**config.mk**
```make
export PLATFORM = sky130hd
export DESIGN_NAME = seg_scan_ctrl_flat
export DESIGN_NICKNAME = d
export VERILOG_FILES = /design/src/rtl/seg_scan_ctrl_pkg.sv /design/src/rtl/seg_scan_ctrl_if.sv /design/src/rtl/seg_scan_ctrl_prescaler.sv /design/src/rtl/seg_scan_ctrl.sv /design/src/flat_wrapper.sv
export SDC_FILE = /design/constraint.sdc
export NUM_CORES = 1
export LEC_CHECK = 0
export ABC_AREA = 1
export ABC_CLOCK_PERIOD_IN_PS = 5450
export CORE_MARGIN = 2
export CORE_UTILIZATION = 58
export DETAILED_ROUTE_END_ITERATION = 16
export HOLD_SLACK_MARGIN = 0.12
export PLACE_DENSITY = 0.82
export RECOVER_POWER = 100
export REMOVE_ABC_BUFFERS = 1
export SETUP_SLACK_MARGIN = 0.15
export SLEW_MARGIN = 20
export SYNTH_ARGS = -nofsm -noshare
export SYNTH_HDL_FRONTEND = slang
export SYNTH_HIERARCHICAL = 1
export SYNTH_SLANG_ARGS = --single-unit
export TNS_END_PERCENT = 50
```
**constraint.sdc**
```tcl
create_clock -name clk -period 5.45 [get_ports clk]
set_clock_uncertainty 0.1 [all_clocks]
set_input_delay 1.3625 -clock clk [delete_from_list [all_inputs] [get_ports clk]]
set_output_delay 1.3625 -clock clk [all_outputs]
set_load 0.01 [all_outputs]
```
**src/rtl/seg_scan_ctrl_pkg.sv**
```systemverilog
// seg_pkg: shared constants, slot state encoding and the leading-zero helper
// for the seven-segment scan controller.
// Optional feature macro used by the block: SEG_SCAN_BLINK_EN.
package seg_pkg;

    localparam int unsigned NIB_W      = 4;
    localparam int unsigned MAX_DIGITS = 16;
    localparam int unsigned LZ_VEC_W   = NIB_W * MAX_DIGITS;

    // Common-anode display: a high anode enable switches the digit off.
    localparam logic ANODE_OFF = 1'b1;

    typedef logic [0:0] slot_state_t;
    localparam slot_state_t ST_GAP   = 1'b0;
    localparam slot_state_t ST_DRIVE = 1'b1;

    // 1 when digit idx and every more significant digit are zero; digit 0 never blanks.
    // Digits beyond the real display width arrive zero-extended, so they never block blanking.
    function automatic logic lz_flag(input logic [LZ_VEC_W-1:0] digits,
                                     input int unsigned          idx);
        logic all_zero;
        all_zero = 1'b1;
        for (int unsigned i = 0; i < MAX_DIGITS; i++) begin
            if ((i >= idx) && (digits[NIB_W*i +: NIB_W] != '0)) begin
                all_zero = 1'b0;
            end
        end
        return (idx != 0) && all_zero;
    endfunction

endpackage

```
**src/rtl/seg_scan_ctrl_if.sv**
```systemverilog
// seg_scan_ctrl_if: datapath-side and pin-side signals of the scan controller.
//   master: drives en, lz_en, load, bcd_value (and blink_mask); observes outputs.
//   slave : the controller itself.
// blink_mask exists only when SEG_SCAN_BLINK_EN is defined.
interface seg_scan_ctrl_if #(
    parameter int unsigned DIGITS = 4
);
    import seg_pkg::*;

    logic                      en;
    logic                      lz_en;
    logic                      load;
    logic [NIB_W*DIGITS-1:0]   bcd_value;
    logic [NIB_W-1:0]          bcd_out;
    logic                      leading_zero;
    logic [DIGITS-1:0]         an_n;
    logic                      frame_done;
    logic                      pending;
`ifdef SEG_SCAN_BLINK_EN
    logic [DIGITS-1:0]         blink_mask;
`endif

    modport master (
        output en, lz_en, load, bcd_value,
`ifdef SEG_SCAN_BLINK_EN
        output blink_mask,
`endif
        input  bcd_out, leading_zero, an_n, frame_done, pending
    );

    modport slave (
        input  en, lz_en, load, bcd_value,
`ifdef SEG_SCAN_BLINK_EN
        input  blink_mask,
`endif
        output bcd_out, leading_zero, an_n, frame_done, pending
    );

endinterface

```
**src/rtl/seg_scan_ctrl_prescaler.sv**
```systemverilog
// seg_prescaler: modulo-MOD counter that advances while en=1 and holds otherwise.
//   clk, reset_n : clock and synchronous active-low reset
//   en           : count enable
//   cnt          : registered count 0..MOD-1
//   tc_c         : combinational terminal count (en and cnt == MOD-1)
module seg_prescaler #(
    parameter  int unsigned MOD = 4,
    localparam int unsigned W   = (MOD > 1) ? $clog2(MOD) : 1
) (
    input  logic         clk,
    input  logic         reset_n,
    input  logic         en,
    output logic [W-1:0] cnt,
    output logic         tc_c
);

    localparam logic [W-1:0] LAST = W'(MOD - 1);

    assign tc_c = en && (cnt == LAST);

    // Wrap at the terminal count, hold while disabled.
    always_ff @(posedge clk) begin
        if (!reset_n) begin
            cnt <= '0;
        end else if (en) begin
            cnt <= tc_c ? '0 : cnt + W'(1);
        end
    end

endmodule

```
**src/rtl/seg_scan_ctrl.sv**
```systemverilog
// seg_scan_ctrl: time-multiplexed scan controller for a common-anode display.
//   clk, reset_n : clock and synchronous active-low reset
//   bus (slave)  : en, lz_en, load, bcd_value in; bcd_out, leading_zero,
//                  an_n, frame_done, pending out (all registered)
// Parameters: DIGITS, SCAN_DIV (cycles per slot, >= GAP+1), GAP (blank cycles).
// Optional macro SEG_SCAN_BLINK_EN adds blink_mask and a 64-frame blink phase.
module seg_scan_ctrl
    import seg_pkg::*;
#(
    parameter int unsigned DIGITS   = 4,
    parameter int unsigned SCAN_DIV = 50000,
    parameter int unsigned GAP      = 2
) (
    input  logic             clk,
    input  logic             reset_n,
    seg_scan_ctrl_if.slave   bus
);

    localparam int unsigned CW = (SCAN_DIV > 1) ? $clog2(SCAN_DIV) : 1;
    localparam int unsigned IW = (DIGITS > 1) ? $clog2(DIGITS) : 1;
    localparam int unsigned VW = NIB_W * DIGITS;
    localparam logic [CW-1:0]     GAP_C    = CW'(GAP);
    localparam logic [DIGITS-1:0] ALL_OFF  = {DIGITS{ANODE_OFF}};

    logic [CW-1:0] cnt;
    logic [IW-1:0] idx;
    logic          slot_end_c;
    logic          frame_end_c;

    // Slot prescaler, and digit index stepping once per slot.
    seg_prescaler #(.MOD(SCAN_DIV)) u_slot (
        .clk(clk), .reset_n(reset_n), .en(bus.en), .cnt(cnt), .tc_c(slot_end_c)
    );
    seg_prescaler #(.MOD(DIGITS)) u_digit (
        .clk(clk), .reset_n(reset_n), .en(slot_end_c), .cnt(idx), .tc_c(frame_end_c)
    );

    slot_state_t       st, st_nxt;
    logic [DIGITS-1:0] an_n_q, an_n_nxt;
    logic [NIB_W-1:0]  bcd_q, bcd_nxt;
    logic              lz_q, lz_nxt;
    logic              fd_q, fd_nxt;
    logic              pend_q, pend_nxt;
    logic [VW-1:0]     shadow, shadow_nxt;
    logic [VW-1:0]     disp, disp_nxt;
`ifdef SEG_SCAN_BLINK_EN
    logic [5:0]        blink_cnt, blink_cnt_nxt;
    logic              phase, phase_nxt;
`endif

    // State and output registers.
    always_ff @(posedge clk) begin
        if (!reset_n) begin
            st     <= ST_GAP;
            an_n_q <= ALL_OFF;
            bcd_q  <= '0;
            lz_q   <= 1'b0;
            fd_q   <= 1'b0;
            pend_q <= 1'b0;
            shadow <= '0;
            disp   <= '0;
`ifdef SEG_SCAN_BLINK_EN
            blink_cnt <= '0;
            phase     <= 1'b0;
`endif
        end else begin
            st     <= st_nxt;
            an_n_q <= an_n_nxt;
            bcd_q  <= bcd_nxt;
            lz_q   <= lz_nxt;
            fd_q   <= fd_nxt;
            pend_q <= pend_nxt;
            shadow <= shadow_nxt;
            disp   <= disp_nxt;
`ifdef SEG_SCAN_BLINK_EN
            blink_cnt <= blink_cnt_nxt;
            phase     <= phase_nxt;
`endif
        end
    end

    // Slot FSM, double-buffer commit and next output values.
    always_comb begin
        st_nxt     = st;
        an_n_nxt   = an_n_q;
        bcd_nxt    = bcd_q;
        lz_nxt     = lz_q;
        fd_nxt     = 1'b0;
        pend_nxt   = pend_q;
        shadow_nxt = shadow;
        disp_nxt   = disp;
`ifdef SEG_SCAN_BLINK_EN
        blink_cnt_nxt = blink_cnt;
        phase_nxt     = phase;
`endif

        if (bus.load) begin
            shadow_nxt = bus.bcd_value;
            pend_nxt   = 1'b1;
        end

        // A load coinciding with frame end bypasses the shadow.
        if (frame_end_c) begin
            fd_nxt   = 1'b1;
            pend_nxt = 1'b0;
            if (bus.load) begin
                disp_nxt = bus.bcd_value;
            end else if (pend_q) begin
                disp_nxt = shadow;
            end
`ifdef SEG_SCAN_BLINK_EN
            blink_cnt_nxt = blink_cnt + 6'(1);
            if (blink_cnt == 6'd63) begin
                phase_nxt = ~phase;
            end
`endif
        end

        if (!bus.en) begin
            st_nxt   = ST_GAP;
            an_n_nxt = ALL_OFF;
        end else begin
            // Digit data is latched at slot start so it is stable through GAP.
            if (cnt == '0) begin
                bcd_nxt = disp[NIB_W*idx +: NIB_W];
                lz_nxt  = bus.lz_en && lz_flag(LZ_VEC_W'(disp), 32'(idx));
            end
            st_nxt = (cnt < GAP_C) ? ST_GAP : ST_DRIVE;
            case (st_nxt)
                ST_DRIVE: begin
                    an_n_nxt = ~(DIGITS'(1) << idx);
`ifdef SEG_SCAN_BLINK_EN
                    if (phase && bus.blink_mask[idx]) begin
                        an_n_nxt = ALL_OFF;
                    end
`endif
                end
                default: an_n_nxt = ALL_OFF;
            endcase
        end
    end

    assign bus.an_n         = an_n_q;
    assign bus.bcd_out      = bcd_q;
    assign bus.leading_zero = lz_q;
    assign bus.frame_done   = fd_q;
    assign bus.pending      = pend_q;

endmodule

```
**src/flat_wrapper.sv**
```systemverilog
// flat-port wrapper written by rule: the top's interface ports become plain ports
module seg_scan_ctrl_flat import seg_pkg::*;
#(
    parameter int unsigned DIGITS   = 4,
    parameter int unsigned SCAN_DIV = 50000,
    parameter int unsigned GAP      = 2
)
  (clk, reset_n, bus_en, bus_lz_en, bus_load, bus_bcd_value, bus_bcd_out, bus_leading_zero, bus_an_n, bus_frame_done, bus_pending);
  seg_scan_ctrl_if #(.DIGITS(DIGITS)) bus_i ();
  input  logic clk;
  input  logic reset_n;
  input wire logic [$bits(bus_i.en)-1:0] bus_en;
  input wire logic [$bits(bus_i.lz_en)-1:0] bus_lz_en;
  input wire logic [$bits(bus_i.load)-1:0] bus_load;
  input wire logic [$bits(bus_i.bcd_value)-1:0] bus_bcd_value;
  output wire logic [$bits(bus_i.bcd_out)-1:0] bus_bcd_out;
  output wire logic [$bits(bus_i.leading_zero)-1:0] bus_leading_zero;
  output wire logic [$bits(bus_i.an_n)-1:0] bus_an_n;
  output wire logic [$bits(bus_i.frame_done)-1:0] bus_frame_done;
  output wire logic [$bits(bus_i.pending)-1:0] bus_pending;
  assign bus_i.en = bus_en;
  assign bus_i.lz_en = bus_lz_en;
  assign bus_i.load = bus_load;
  assign bus_i.bcd_value = bus_bcd_value;
  assign bus_bcd_out = bus_i.bcd_out;
  assign bus_leading_zero = bus_i.leading_zero;
  assign bus_an_n = bus_i.an_n;
  assign bus_frame_done = bus_i.frame_done;
  assign bus_pending = bus_i.pending;
  seg_scan_ctrl #(.DIGITS(DIGITS), .SCAN_DIV(SCAN_DIV), .GAP(GAP)) u_core (.clk(clk), .reset_n(reset_n), .bus(bus_i));
endmodule
```
==> flow_summary.toml <==
[min_path]
hold_path.class = "register to register"

[clock_tree]
root_buffer = "clkbuf_8"
post_cts_buffers = 0
cts_tree = "built"
cts_resized = 0
cts_sinks = 61
clk_pin_slew_worst_paths_ns = 0.06
cts_buffers = 9
clockBufferDepth = 2
clkLatencyLatePin_ns = 0.34
hold_buffers = 0
htreeDepth = 3

[pwr]
p_per_area_nw_per_um2 = 291
p_leak_nw = 1.41
ir_drop_mv = 0.222
power_mw = 0.982

[synth]
synth_top_area_frac = 0.426
synth_area_leaders = "dfxtp_1, nor2_1, nand2_1"
synth_area_leader_cell = "dfxtp_1"
yosysWarnings = 6
ys_ff_latch = 61
synth_cells = 364
avgSynthCellArea_um2 = 7.87
synth.distinct_cells = 28
yosysSeqAreaShare = 0.426
syn-cell-area_um2 = 2870

[global_route]
grt_max_degree = 34
grt_pass1_wl_um = 9160
grt_use_total = 0.223
overflow = 0
grt_antenna_before_repair = 0
grt_pass1_vias = 2015

[setup_path]
slowest_delay_ns = 0.80
endpoint_kind = "register"
crit_path_frequent_cell = "inv_1"
path_class = "primary input to register"
cp_max_fo = 32
required_ns = 5.61
slowest_stage = "dlygate4sd3_1"
worst_setup_path_start_kind = "primary input"
cp.arrival_ns = 4.01
path_cells = "dlygate4sd3_1 > nand3_1 > nor4_1 > nand2_1 > inv_1 > inv_1 > nor2_8 > nor2_1 > a211oi_2"

[finish]
final_common_cell = "nor2_1"
drive_gt1_frac = 0.0965
antenna_cells = 0
fin_nets = 422
area_growth_pct = 17.7
final_cell_mix = "nor2_1, nand2_1, dfxtp_1"

[sta]
worstMarginPinSlew_ns = 0.970
fin_crit_sh = 0.708
setup_viol_count_final = 0
hold_violations = 0
period_needed_ns = 3.86
clock.fmax_mhz = 259
maxSlewHeadroom = 0.351
tns_ns = 0
hold_slack_ns = 0.405
rsz0062_at_grt = "no"
setup_slack_ns = 1.59
slew_violations = 0

[drt]
via_per_inst = 5.00
drt_iter0_drc = 154
routed_wl_um = 5710
firstDrtPassIters = 4
drc = 0
ant_nets = 0
vias = 2357
wl_per_cell_um = 12.1

[status]
status = "finished, final reports clean"

[placed_design]
gp_congestion = 0.879
portBuffers = 31
post-dp-hpwl_um = 4090
dp_slack_ns = 1.35

[floorplan]
die_h_um = 74.3
dieWidth_um = 74.3
io_pins = 32
core_um2 = 4750
die_area_um2 = 5520
start_util = 0.603
floorplan.rows = 25

[flow_run]
cap_viol_max_count = 0
==> report_power, final <==
part	leakage, nW	switching (mW)	internal [mW]
sequential	0.496	0.00624	0.458
combinational	0.806	0.0395	0.0346
clock	0.112	0.175	0.269
total	1.41	0.221	0.761
==> sequential cells by signal, indices dropped and copies added, names as in the netlist <==
| name | cells |
|---|---|
| u_core/bus.an_n | 4 |
| u_core/bus.bcd_out | 4 |
| u_core/bus.frame_done | 1 |
| u_core/bus.leading_zero | 1 |
| u_core/bus.pending | 1 |
| u_core/disp | 16 |
| u_core/shadow | 16 |
| u_core/u_digit/cnt | 2 |
| u_core/u_slot/cnt | 16 |
==> layout make-up <==
cell class                      instances  area, um^2
Clock buffer                           10         138
Clock inverter                          6        86.3
Fill cell                             403        1380
Inverter                               37         139
Multi-Input combinational cell        256        1380
Sequential cell                        61        1220
Tap cell                               67        83.8
Timing Repair Buffer                   34         329
==> per-layer routing <==
layer	GRT usage	share of wire	routed length, um
met1	0.275	0.45	2570
met2	0.360	0.49	2790
met3	0.0772	0.047	266
met4	0.0853	0.015	84
met5	0	0	0
==> synthesized netlist by cell type <==
master	number
nor2_2	2
buf_2	4
nand2_1	65
nand3_1	20
a21oi_1	2
a21oi_2	1
nand2_2	2
nor2_4	2
o21ai_0	2
buf_6	3
xor2_1	6
a211oi_2	16
o2111ai_1	2
nor2_1	95
inv_1	37
dfxtp_1	61
nand4_1	7
nor3b_1	1
ha_1	2
clkbuf_1	1
nand3_2	4
nand3b_1	2
nor2_8	2
nor3_1	5
buf_8	2
xnor2_1	1
nor4_1	1
mux2i_1	16
==> cell families after synthesis <==
kind of cell | after synthesis | synth area share
mux | 16 | 0.0559
compound gates | 23 | 0.0860
buf+inv | 47 | 0.0790
xor+xnor | 7 | 0.0214
flops | 61 | 0.426
fa+ha+maj | 2 | 0.00873
simple gates | 208 | 0.323
==> through the flow <==
stage / instances / util / area, um^2
global route: 471 / 0.710 / 3370
finish: 471 / 0.710 / 3370
detailed placement: 455 / 0.672 / 3200
floorplan: 354 / - / 2780
CTS: 471 / 0.719 / 3420
global placement: 455 / 0.672 / 3200
==> worst max-delay path: cells and delay by family <==
kind / cells / cell delay, ns
AO/OA/AOI/OAI: 1 / 0.16
buffers and inverters: 3 / 1.00
AND/OR/NAND/NOR: 5 / 1.47
==> worst paths after layout <==
path | slack [ns] | to | cells after the start | from
max | 1.59 | u_core/disp[15] | 9 | bus_en
min | 0.40 | u_core/disp[13] | 2 | u_core/disp[13]
min reg2reg | 0.40 | u_core/disp[13] | 2 | u_core/disp[13]
max reg2reg | 2.85 | u_core/disp[15] | 11 | u_core/u_slot/cnt[0]
(Power assumes the default switching activity.)
